===== src/rtl/bin_to_bcd_serial_if.sv =====
// ---------------------------------------------------------------------------
// bin_to_bcd_serial_if
// Handshake bundle for the serial binary-to-BCD converter.
//   in_valid / in_ready / bin_in    : request side (producer -> converter)
//   out_valid / out_ready           : result side (converter -> consumer)
//   bcd / overflow                  : registered result, digit0 in bcd[3:0]
//   busy                            : converter is in SHIFT or DONE
// Modports:
//   master : the producer/consumer environment driving the converter
//   slave  : the converter itself
// ---------------------------------------------------------------------------
interface bin_to_bcd_serial_if #(
    parameter int BIN_WIDTH = 8,
    parameter int DIGITS    = 3
);
    logic                   in_valid;
    logic                   in_ready;
    logic [BIN_WIDTH-1:0]   bin_in;
    logic                   out_valid;
    logic                   out_ready;
    logic [4*DIGITS-1:0]    bcd;
    logic                   overflow;
    logic                   busy;

    modport master (
        output in_valid, bin_in, out_ready,
        input  in_ready, out_valid, bcd, overflow, busy
    );

    modport slave (
        input  in_valid, bin_in, out_ready,
        output in_ready, out_valid, bcd, overflow, busy
    );
endinterface


===== src/rtl/bin_to_bcd_serial.sv =====
// ---------------------------------------------------------------------------
// bin_to_bcd_serial
// Sequential double-dabble converter: one unsigned BIN_WIDTH-bit value in,
// DIGITS packed BCD digits out, one conversion in flight at a time.
// Ports:
//   clk    : system clock, rising edge
//   reset  : synchronous, active-high
//   bus    : bin_to_bcd_serial_if.slave (valid/ready on both sides,
//            registered bcd/overflow result, busy flag)
// Timing: out_valid rises BIN_WIDTH edges after the accepting edge; with
// in_valid and out_ready held high one value is accepted every
// BIN_WIDTH+2 cycles. in_ready/out_valid/busy decode the state register
// only, so there is no combinational path from the handshake inputs.
// ---------------------------------------------------------------------------
module bin_to_bcd_serial #(
    parameter int BIN_WIDTH = 8,
    parameter int DIGITS    = 3
) (
    input  logic              clk,
    input  logic              reset,
    bin_to_bcd_serial_if.slave bus
);
    localparam int BCD_W = 4 * DIGITS;
    localparam int SR_W  = BCD_W + BIN_WIDTH;
    localparam int CNT_W = $clog2(BIN_WIDTH + 1);

    typedef enum logic [1:0] {
        S_IDLE  = 2'd0,
        S_SHIFT = 2'd1,
        S_DONE  = 2'd2
    } state_t;

    state_t               state_q,    state_d;
    logic [BIN_WIDTH-1:0] bin_q,      bin_d;
    logic [BCD_W-1:0]     work_q,     work_d;
    logic                 ovf_acc_q,  ovf_acc_d;
    logic [CNT_W-1:0]     cnt_q,      cnt_d;
    logic [BCD_W-1:0]     bcd_q,      bcd_d;
    logic                 overflow_q, overflow_d;

    logic [BCD_W-1:0]     work_adj;
    logic [SR_W-1:0]      sr_pre;
    logic [SR_W-1:0]      sr_post;
    logic                 carry_out;

    // Per-digit "add 3 if >= 5" correction. Each digit wraps modulo 16 on
    // its own; the subsequent shift is what moves bits between digits.
    generate
        for (genvar gi = 0; gi < DIGITS; gi++) begin : g_digit
            assign work_adj[4*gi +: 4] = (work_q[4*gi +: 4] >= 4'd5)
                                       ? work_q[4*gi +: 4] + 4'd3
                                       : work_q[4*gi +: 4];
        end
    endgenerate

    // The bit leaving the top digit is weight 10^DIGITS or more; any such
    // bit means the input did not fit, and the kept digits are value mod
    // 10^DIGITS.
    assign sr_pre    = {work_adj, bin_q};
    assign sr_post   = {sr_pre[SR_W-2:0], 1'b0};
    assign carry_out = sr_pre[SR_W-1];

    always_comb begin
        state_d    = state_q;
        bin_d      = bin_q;
        work_d     = work_q;
        ovf_acc_d  = ovf_acc_q;
        cnt_d      = cnt_q;
        bcd_d      = bcd_q;
        overflow_d = overflow_q;

        case (state_q)
            S_IDLE: begin
                if (bus.in_valid) begin
                    bin_d     = bus.bin_in;
                    work_d    = '0;
                    ovf_acc_d = 1'b0;
                    cnt_d     = CNT_W'(BIN_WIDTH);
                    state_d   = S_SHIFT;
                end
            end
            S_SHIFT: begin
                work_d    = sr_post[SR_W-1:BIN_WIDTH];
                bin_d     = sr_post[BIN_WIDTH-1:0];
                ovf_acc_d = ovf_acc_q | carry_out;
                cnt_d     = cnt_q - CNT_W'(1);
                // Last shift: publish the fully shifted work register,
                // including this edge's carry, as the visible result.
                if (cnt_q == CNT_W'(1)) begin
                    bcd_d      = sr_post[SR_W-1:BIN_WIDTH];
                    overflow_d = ovf_acc_q | carry_out;
                    state_d    = S_DONE;
                end
            end
            S_DONE: begin
                if (bus.out_ready) begin
                    state_d = S_IDLE;
                end
            end
            default: begin
                state_d = S_IDLE;
            end
        endcase
    end

    always_ff @(posedge clk) begin
        if (reset) begin
            state_q    <= S_IDLE;
            bin_q      <= '0;
            work_q     <= '0;
            ovf_acc_q  <= 1'b0;
            cnt_q      <= '0;
            bcd_q      <= '0;
            overflow_q <= 1'b0;
        end else begin
            state_q    <= state_d;
            bin_q      <= bin_d;
            work_q     <= work_d;
            ovf_acc_q  <= ovf_acc_d;
            cnt_q      <= cnt_d;
            bcd_q      <= bcd_d;
            overflow_q <= overflow_d;
        end
    end

    assign bus.in_ready  = (state_q == S_IDLE);
    assign bus.out_valid = (state_q == S_DONE);
    assign bus.busy      = (state_q != S_IDLE);
    assign bus.bcd       = bcd_q;
    assign bus.overflow  = overflow_q;

endmodule


===== src/flat_wrapper.sv =====
// flat-port wrapper written by rule: the top's interface ports become plain ports
module bin_to_bcd_serial_flat 
#(
    parameter int BIN_WIDTH = 8,
    parameter int DIGITS    = 3
)
  (clk, reset, bus_in_valid, bus_bin_in, bus_out_ready, bus_in_ready, bus_out_valid, bus_bcd, bus_overflow, bus_busy);
  bin_to_bcd_serial_if #(.BIN_WIDTH(BIN_WIDTH), .DIGITS(DIGITS)) bus_i ();
  input  logic clk;
  input  logic reset;
  input wire logic [$bits(bus_i.in_valid)-1:0] bus_in_valid;
  input wire logic [$bits(bus_i.bin_in)-1:0] bus_bin_in;
  input wire logic [$bits(bus_i.out_ready)-1:0] bus_out_ready;
  output wire logic [$bits(bus_i.in_ready)-1:0] bus_in_ready;
  output wire logic [$bits(bus_i.out_valid)-1:0] bus_out_valid;
  output wire logic [$bits(bus_i.bcd)-1:0] bus_bcd;
  output wire logic [$bits(bus_i.overflow)-1:0] bus_overflow;
  output wire logic [$bits(bus_i.busy)-1:0] bus_busy;
  assign bus_i.in_valid = bus_in_valid;
  assign bus_i.bin_in = bus_bin_in;
  assign bus_i.out_ready = bus_out_ready;
  assign bus_in_ready = bus_i.in_ready;
  assign bus_out_valid = bus_i.out_valid;
  assign bus_bcd = bus_i.bcd;
  assign bus_overflow = bus_i.overflow;
  assign bus_busy = bus_i.busy;
  bin_to_bcd_serial #(.BIN_WIDTH(BIN_WIDTH), .DIGITS(DIGITS)) u_core (.clk(clk), .reset(reset), .bus(bus_i));
endmodule

===== config.mk =====
export PLATFORM = sky130hd
export DESIGN_NAME = bin_to_bcd_serial_flat
export DESIGN_NICKNAME = d
export VERILOG_FILES = /design/src/rtl/bin_to_bcd_serial_if.sv /design/src/rtl/bin_to_bcd_serial.sv /design/src/flat_wrapper.sv
export SDC_FILE = /design/constraint.sdc
export NUM_CORES = 1
export LEC_CHECK = 0
export CORE_MARGIN = 2
export CORE_UTILIZATION = 56
export DETAILED_ROUTE_END_ITERATION = 8
export DONT_BUFFER_PORTS = 1
export PLACE_DENSITY = 0.82
export SYNTH_ARGS = -nofsm -noshare
export SYNTH_HDL_FRONTEND = slang
export SYNTH_SLANG_ARGS = --single-unit

===== constraint.sdc =====
create_clock -name clk -period 1.36 [get_ports clk]
set_input_delay 0.068 -clock clk [delete_from_list [all_inputs] [get_ports clk]]
set_output_delay 0.068 -clock clk [all_outputs]
set_load 0.01 [all_outputs]

# After elaboration in Yosys (flattened, before gate mapping)
# Index checks and enable logic that the tools add are counted.
# W data, S select, Z words.
# word_totals
out_inout_bits,16
reg_bits,40
word_cells,42
# op_classes
reduce_logical,6
n_eq_ne,6
mux,15
n_addsub,4
bitwise_logic,1
order_cmp,3
# op_table
op,n
$pmux W12 S2,1
$mux W4,4
$pmux W8 S2,1
$add A4 B2 Y4 const B,3
$ge A4 B3 Y1 const B,3
$mux W12,1
$mux W8,1
$pmux W4 S2,1
$mux W2,3
$pmux W2 S3,1
$eq A4 B1 Y1 const B,1
$ne A2 B2 Y1 const B,2
$reduce_and A2 Y1,2
$reduce_bool A2 Y1,2
$sub A4 B1 Y4 const B,1
$reduce_and A3 Y1,1
$eq A2 B1 Y1 const B,1
$eq A2 B2 Y1 const B,1
$logic_not A2 Y1,1
$ne A2 B1 Y1 const B,1
$pmux W1 S2,1
$mux W1,1
$or A1 B1 Y1,1

# Logic depth before layout (Yosys ltp)
# logic_depth
word_depth,4
mapped_depth,7
depth_no_buf,6

# Worst setup path before layout
# No wires, ideal clock.
# synth_timing
kind,register to register
startpoint,register u_core.work_q[8]
endpoint,"register u_core.bcd_q[10], in the netlist u_core.bus.bcd[10]"
arrival_ns,1.377
n_path_buf,0
period_less_slack_ns,1.452
stages_incl_launch_ff,7
slack_ns,-0.092
path_cell_list,dfxtp_1 > inv_1 > ha_1 > nand2b_1 > a21oi_1 > mux2_2 > o22ai_1
# synth_via
elab_chain_cells,2
# synth_lines
element,line_no,text
from (decl),bin_to_bcd_serial.sv:35,"logic [BCD_W-1:0] work_q, work_d;"
from (signal assigned),bin_to_bcd_serial.sv:118,work_q <= work_d;
$add A4 B2 Y4 / $ge A4 B3 Y1 (equally long branches),"bin_to_bcd_serial.sv:51, bin_to_bcd_serial.sv:50",
$mux W4 *,bin_to_bcd_serial.sv:51,? work_q[4*gi +: 4] + 4'd3
to (signal assigned),bin_to_bcd_serial.sv:113,bcd_q <= '0;
to (signal assigned),bin_to_bcd_serial.sv:121,bcd_q <= bcd_d;
to (decl),bin_to_bcd_serial.sv:38,"logic [BCD_W-1:0] bcd_q, bcd_d;"
# Mark *: on every way between the ends. The rest lies on a longest branch, timed or not.
# A chain may end at the register's enable or synchronous reset.

# Worst setup path in the final report
# layout_timing
startpoint,register u_core.work_q[4]
endpoint,"register u_core.bcd_q[7], in the netlist u_core.bus.bcd[7]"
# The elaborated chain is that of the path after synthesis.

==> out/results.md <==
| Result | This run |
| --- | --- |
| Die Outline Area | 0.003811 mm^2 |
| Total global routing overflow | 0 |
| Violated checks | negative setup slack |
| Number of antenna diodes | 0 |
| Antenna violations before repair | 0 |
| Number of max-slew violations in the final report | 0 |
| Worst slew margin relative to its limit | 0.3790 |
| Crit path DAT | 1.72 ns |
| H-tree depth | 2 |
| Largest fanout on the critical path | 4 |
| 1st-pass router iterations | 5 |
| Worst r2r src | u_core.work_q[4]$_SDFFE_PP0P_ |
| Net Count, Synth | 233 |
| Final hold violations | 0 |
| Cell count after placement | 272 |
| Max-capacitance violation count | 0 |
| CTS tree | built |
| Sequential-to-total area share from yosys stat | 0.4290 |
| Final routed wire length divided by cell count | 20.40 um |
| Area share of the largest cell type after synthesis | 0.4290 |
| Setup ws final | -0.08662 ns |
| Fraction of final layout cells with drive strength greater than 1 | 0.4567 |
| Effective utilization at floorplan | 0.6016 |
| Shortest clock period the worst path allows after layout | 1.447 ns |
| Horiz. Die Dim | 61.74 um |
| Routability congestion estimate | 0.7976 |
| Reg-to-reg slack, setup | -0.09 ns |
| Slew at the pin with the worst max-slew slack | 0.9314 ns |
| Setup violation total in the final timing report | 17 |
| Run status | finished with violations |
| Biggest area contributors in the synthesized netlist | sky130_fd_sc_hd__dfxtp_1 (43%), sky130_fd_sc_hd__a21oi_1 (5.6%), sky130_fd_sc_hd__nor2_1 (5.4%), sky130_fd_sc_hd__ha_1 (5.4%), sky130_fd_sc_hd__o221a_1 (4.2%) |
| Maximum number of pins on one net before global-route repair | 22 |
| Critical R2R Capture | u_core.bus.bcd[7]$_SDFFE_PP0P_ |
| Portion of the clock cycle consumed by the worst path in the final layout | 1.064 |
| Class of the most critical setup path | reg -> reg |
| Final core area utilization | 0.8661 |
| Count of cells along the worst register-to-register path | 6 |
| Final #Nets | 273 |
| # IOs | 28 |
| Starting DRC count in detailed routing | 218 |
| Worst-case clock buffer depth | 2 |
| Number of remaining DRC errors | 0 |
| Wire length of the first global-routing pass | 8528 um |
| Number of placement rows | 20 |
| Number of vias in the routed layout | 1913 |
| Critical path capture point type | register |
| Dpl ws | -0.1434 ns |
| Worst EP required | 1.63 ns |
| Number of warnings reported in the yosys synthesis log | 0 |
| Unrepaired setup endpoints after global routing | true |
| Worst-Skew Late Latency | 0.36 ns |
| Height of the die | 61.74 um |
| Worst IR Drop VDD | 680.7 uV |
| Crit path launch | u_core.work_q[4]$_SDFFE_PP0P_ |
| Clock slew seen by the registers of the worst setup and hold paths | 0.12 ns |
| End point of the critical path | u_core.bus.bcd[7]$_SDFFE_PP0P_ |
| Sum of net half-perimeters after detailed placement | 3114 um |
| Number of synthesized register bits | 40 |
| Synth top cells by count | sky130_fd_sc_hd__dfxtp_1 (40), sky130_fd_sc_hd__nor2_1 (27), sky130_fd_sc_hd__a21oi_1 (21) |
| Synthesized area | 0.001867 mm^2 |
| Routed WL | 6078 um |
| Total Routing Usage GR | 0.3119 |
| Power per cell area | 947.3 mW/mm^2 |
| Cell with the most instances after synthesis | sky130_fd_sc_hd__dfxtp_1 |
| Area of the placeable core | 0.003103 mm^2 |
| Highest clock frequency the design can meet | 691.3 MHz |
| Cell type with the largest total area after synthesis | sky130_fd_sc_hd__dfxtp_1 |
| Netlist cell types | 37 |
| Area Overhead vs Synth | 43.97% |
| Commonest register cell after synthesis | sky130_fd_sc_hd__dfxtp_1 |
| Final ANT Viol Nets | 0 |
| Clock tree skew after final layout | 0.008580 ns |
| Vias per Instance | 6.419 |
| Vias in the first global route | 1813 |
| Proportion of synthesized flip-flops having asynchronous set or reset | 0 |
| CTS sink cnt | 40 |
| IO buf count | 0 |
| Post-synthesis area per instance | 8.764 um^2 |
| Overall power of the completed layout | 0.002546 W |
| Leakage component of the power | 1.004 nW |
| Post-synth EDFFs | 0 |
| Hold/Removal Path Class | in -> reg |
| Non-filler instance count after layout | 298 |
| Post-Synthesis Cells | 213 |
| Critical path launch point type | register |
| Cell at the root of the clock tree | sky130_fd_sc_hd__clkbuf_4 |
| Cts bufs inserted | 5 |
-- cell families after synthesis --
family | after synthesis | share of synthesized area
and+or+nand+nor | 70 | 0.1910
DFF | 40 | 0.4290
buffers and inverters | 25 | 0.05831
adders and majority gates | 8 | 0.05362
xor gates and xnor gates | 3 | 0.01408
AOI/OAI and AO/OA | 62 | 0.2245
muxes | 5 | 0.02949
-- cells in the final DEF (no fill, tap or decap), types with 2 or more instances in the layout --
cell / synthesis / routed
sky130_fd_sc_hd__o21ai_0: 3 / 2
sky130_fd_sc_hd__nor2_1: 27 / 25
sky130_fd_sc_hd__o32ai_1: 3 / 3
sky130_fd_sc_hd__dfxtp_4: 0 / 3
sky130_fd_sc_hd__o22ai_2: 0 / 6
sky130_fd_sc_hd__a211oi_1: 6 / 5
sky130_fd_sc_hd__inv_4: 0 / 3
sky130_fd_sc_hd__nor2_2: 1 / 2
sky130_fd_sc_hd__dlygate4sd3_1: 0 / 3
sky130_fd_sc_hd__clkbuf_8: 0 / 2
sky130_fd_sc_hd__ha_4: 0 / 8
sky130_fd_sc_hd__nor3b_2: 0 / 3
sky130_fd_sc_hd__inv_1: 12 / 5
sky130_fd_sc_hd__dfxtp_1: 40 / 28
sky130_fd_sc_hd__dfxtp_2: 0 / 9
sky130_fd_sc_hd__inv_2: 0 / 4
sky130_fd_sc_hd__buf_6: 0 / 6
sky130_fd_sc_hd__nor2b_1: 7 / 7
sky130_fd_sc_hd__o221a_1: 7 / 7
sky130_fd_sc_hd__mux2_4: 0 / 4
sky130_fd_sc_hd__a211oi_2: 1 / 2
sky130_fd_sc_hd__clkbuf_4: 0 / 5
sky130_fd_sc_hd__a21oi_1: 21 / 17
sky130_fd_sc_hd__nand3_1: 6 / 6
sky130_fd_sc_hd__nand2b_4: 0 / 3
sky130_fd_sc_hd__o2bb2ai_1: 2 / 2
sky130_fd_sc_hd__nand2_1: 6 / 6
sky130_fd_sc_hd__xnor2_2: 0 / 3
sky130_fd_sc_hd__buf_4: 2 / 36
sky130_fd_sc_hd__nor3_2: 0 / 2
sky130_fd_sc_hd__o21ai_2: 0 / 2
sky130_fd_sc_hd__o21ai_1: 8 / 7
sky130_fd_sc_hd__a21oi_4: 0 / 3
sky130_fd_sc_hd__nor3_1: 5 / 3
sky130_fd_sc_hd__nor3b_1: 6 / 3
-- worst min path at each step --
stage | from | end | cells past startpoint
final | bus_in_valid | u_core.bin_q[5]$_SDFFE_PP0P_ | 2
after global routing | bus_in_valid | u_core.bin_q[3]$_SDFFE_PP0P_ | 2
after CTS | bus_in_valid | u_core.bin_q[3]$_SDFFE_PP0P_ | 2
after detailed placement | reset | u_core.cnt_q[3]$_SDFFE_PP0P_ | 1
after global placement | reset | u_core.cnt_q[3]$_SDFFE_PP0P_ | 1
after floorplan | bus_bin_in[0] | u_core.bin_q[0]$_SDFFE_PP0P_ | 2
-- worst max-delay path, stage by stage (launching register included) --
cell and delay (ns):
sky130_fd_sc_hd__dfxtp_2 0.39, sky130_fd_sc_hd__inv_2 0.07, sky130_fd_sc_hd__ha_4 0.17, sky130_fd_sc_hd__buf_4 0.14, sky130_fd_sc_hd__nor3b_1 0.23, sky130_fd_sc_hd__a21oi_1 0.08, sky130_fd_sc_hd__a211oi_1 0.27
-- metal layers --
metal,track usage,vias up,share of wire
li1,-,840,-
met1,0.3721,922,0.37
met2,0.5068,129,0.52
met3,0.08696,22,0.085
met4,0.1733,0,0.030
met5,0,-,0
-- flip-flops by register name, indices dropped and copies added, names as in the netlist --
signal	count
u_core.ovf_acc_q	1
u_core.bus.bcd	12
u_core.state_q	2
u_core.bin_q	8
u_core.bus.overflow	1
u_core.work_q	12
u_core.cnt_q	4
-- report_power, final --
part	total, W	switching (W)	internal (W)
sequential	0.00126	0.0000453	0.00122
combinational	0.000393	0.000206	0.000187
clock	0.000892	0.000404	0.000488
total	0.00255	0.000656	0.00189
-- stage by stage --
step                hold WS [ns]    TNS (ns)  cell area [um^2]
global route           -0.001450      -1.329              2688
detailed placement        0.1388      -1.288              2098
finish                  0.002429     -0.5664              2688
CTS                     0.005384     -0.2420              2507
floorplan                 0.2339  -0.0005713              1897
global placement          0.1384    -0.06112              2098
-- what timing repair did --
item                                    in CTS  in global routing
pin swaps                                   13                 13
buffers inserted                             9                  4
endpoints found under the setup margin      19                 26
cloned                                       1                  0
hold buffers                                 4                  0
gates resized for setup                     44                 35
hold endpoints to repair                    24                  0
-- area by class of cell --
cell class / instances / area (um^2)
clock buffer: 7 / 65.06
clock inverter: 1 / 30.03
fill: 150 / 415.4
inverter: 12 / 52.55
multi-input combinational: 148 / 1281
sequential: 40 / 823.3
tap: 44 / 55.05
timing repair buffer: 46 / 380.4
(Power assumes the default switching activity.)
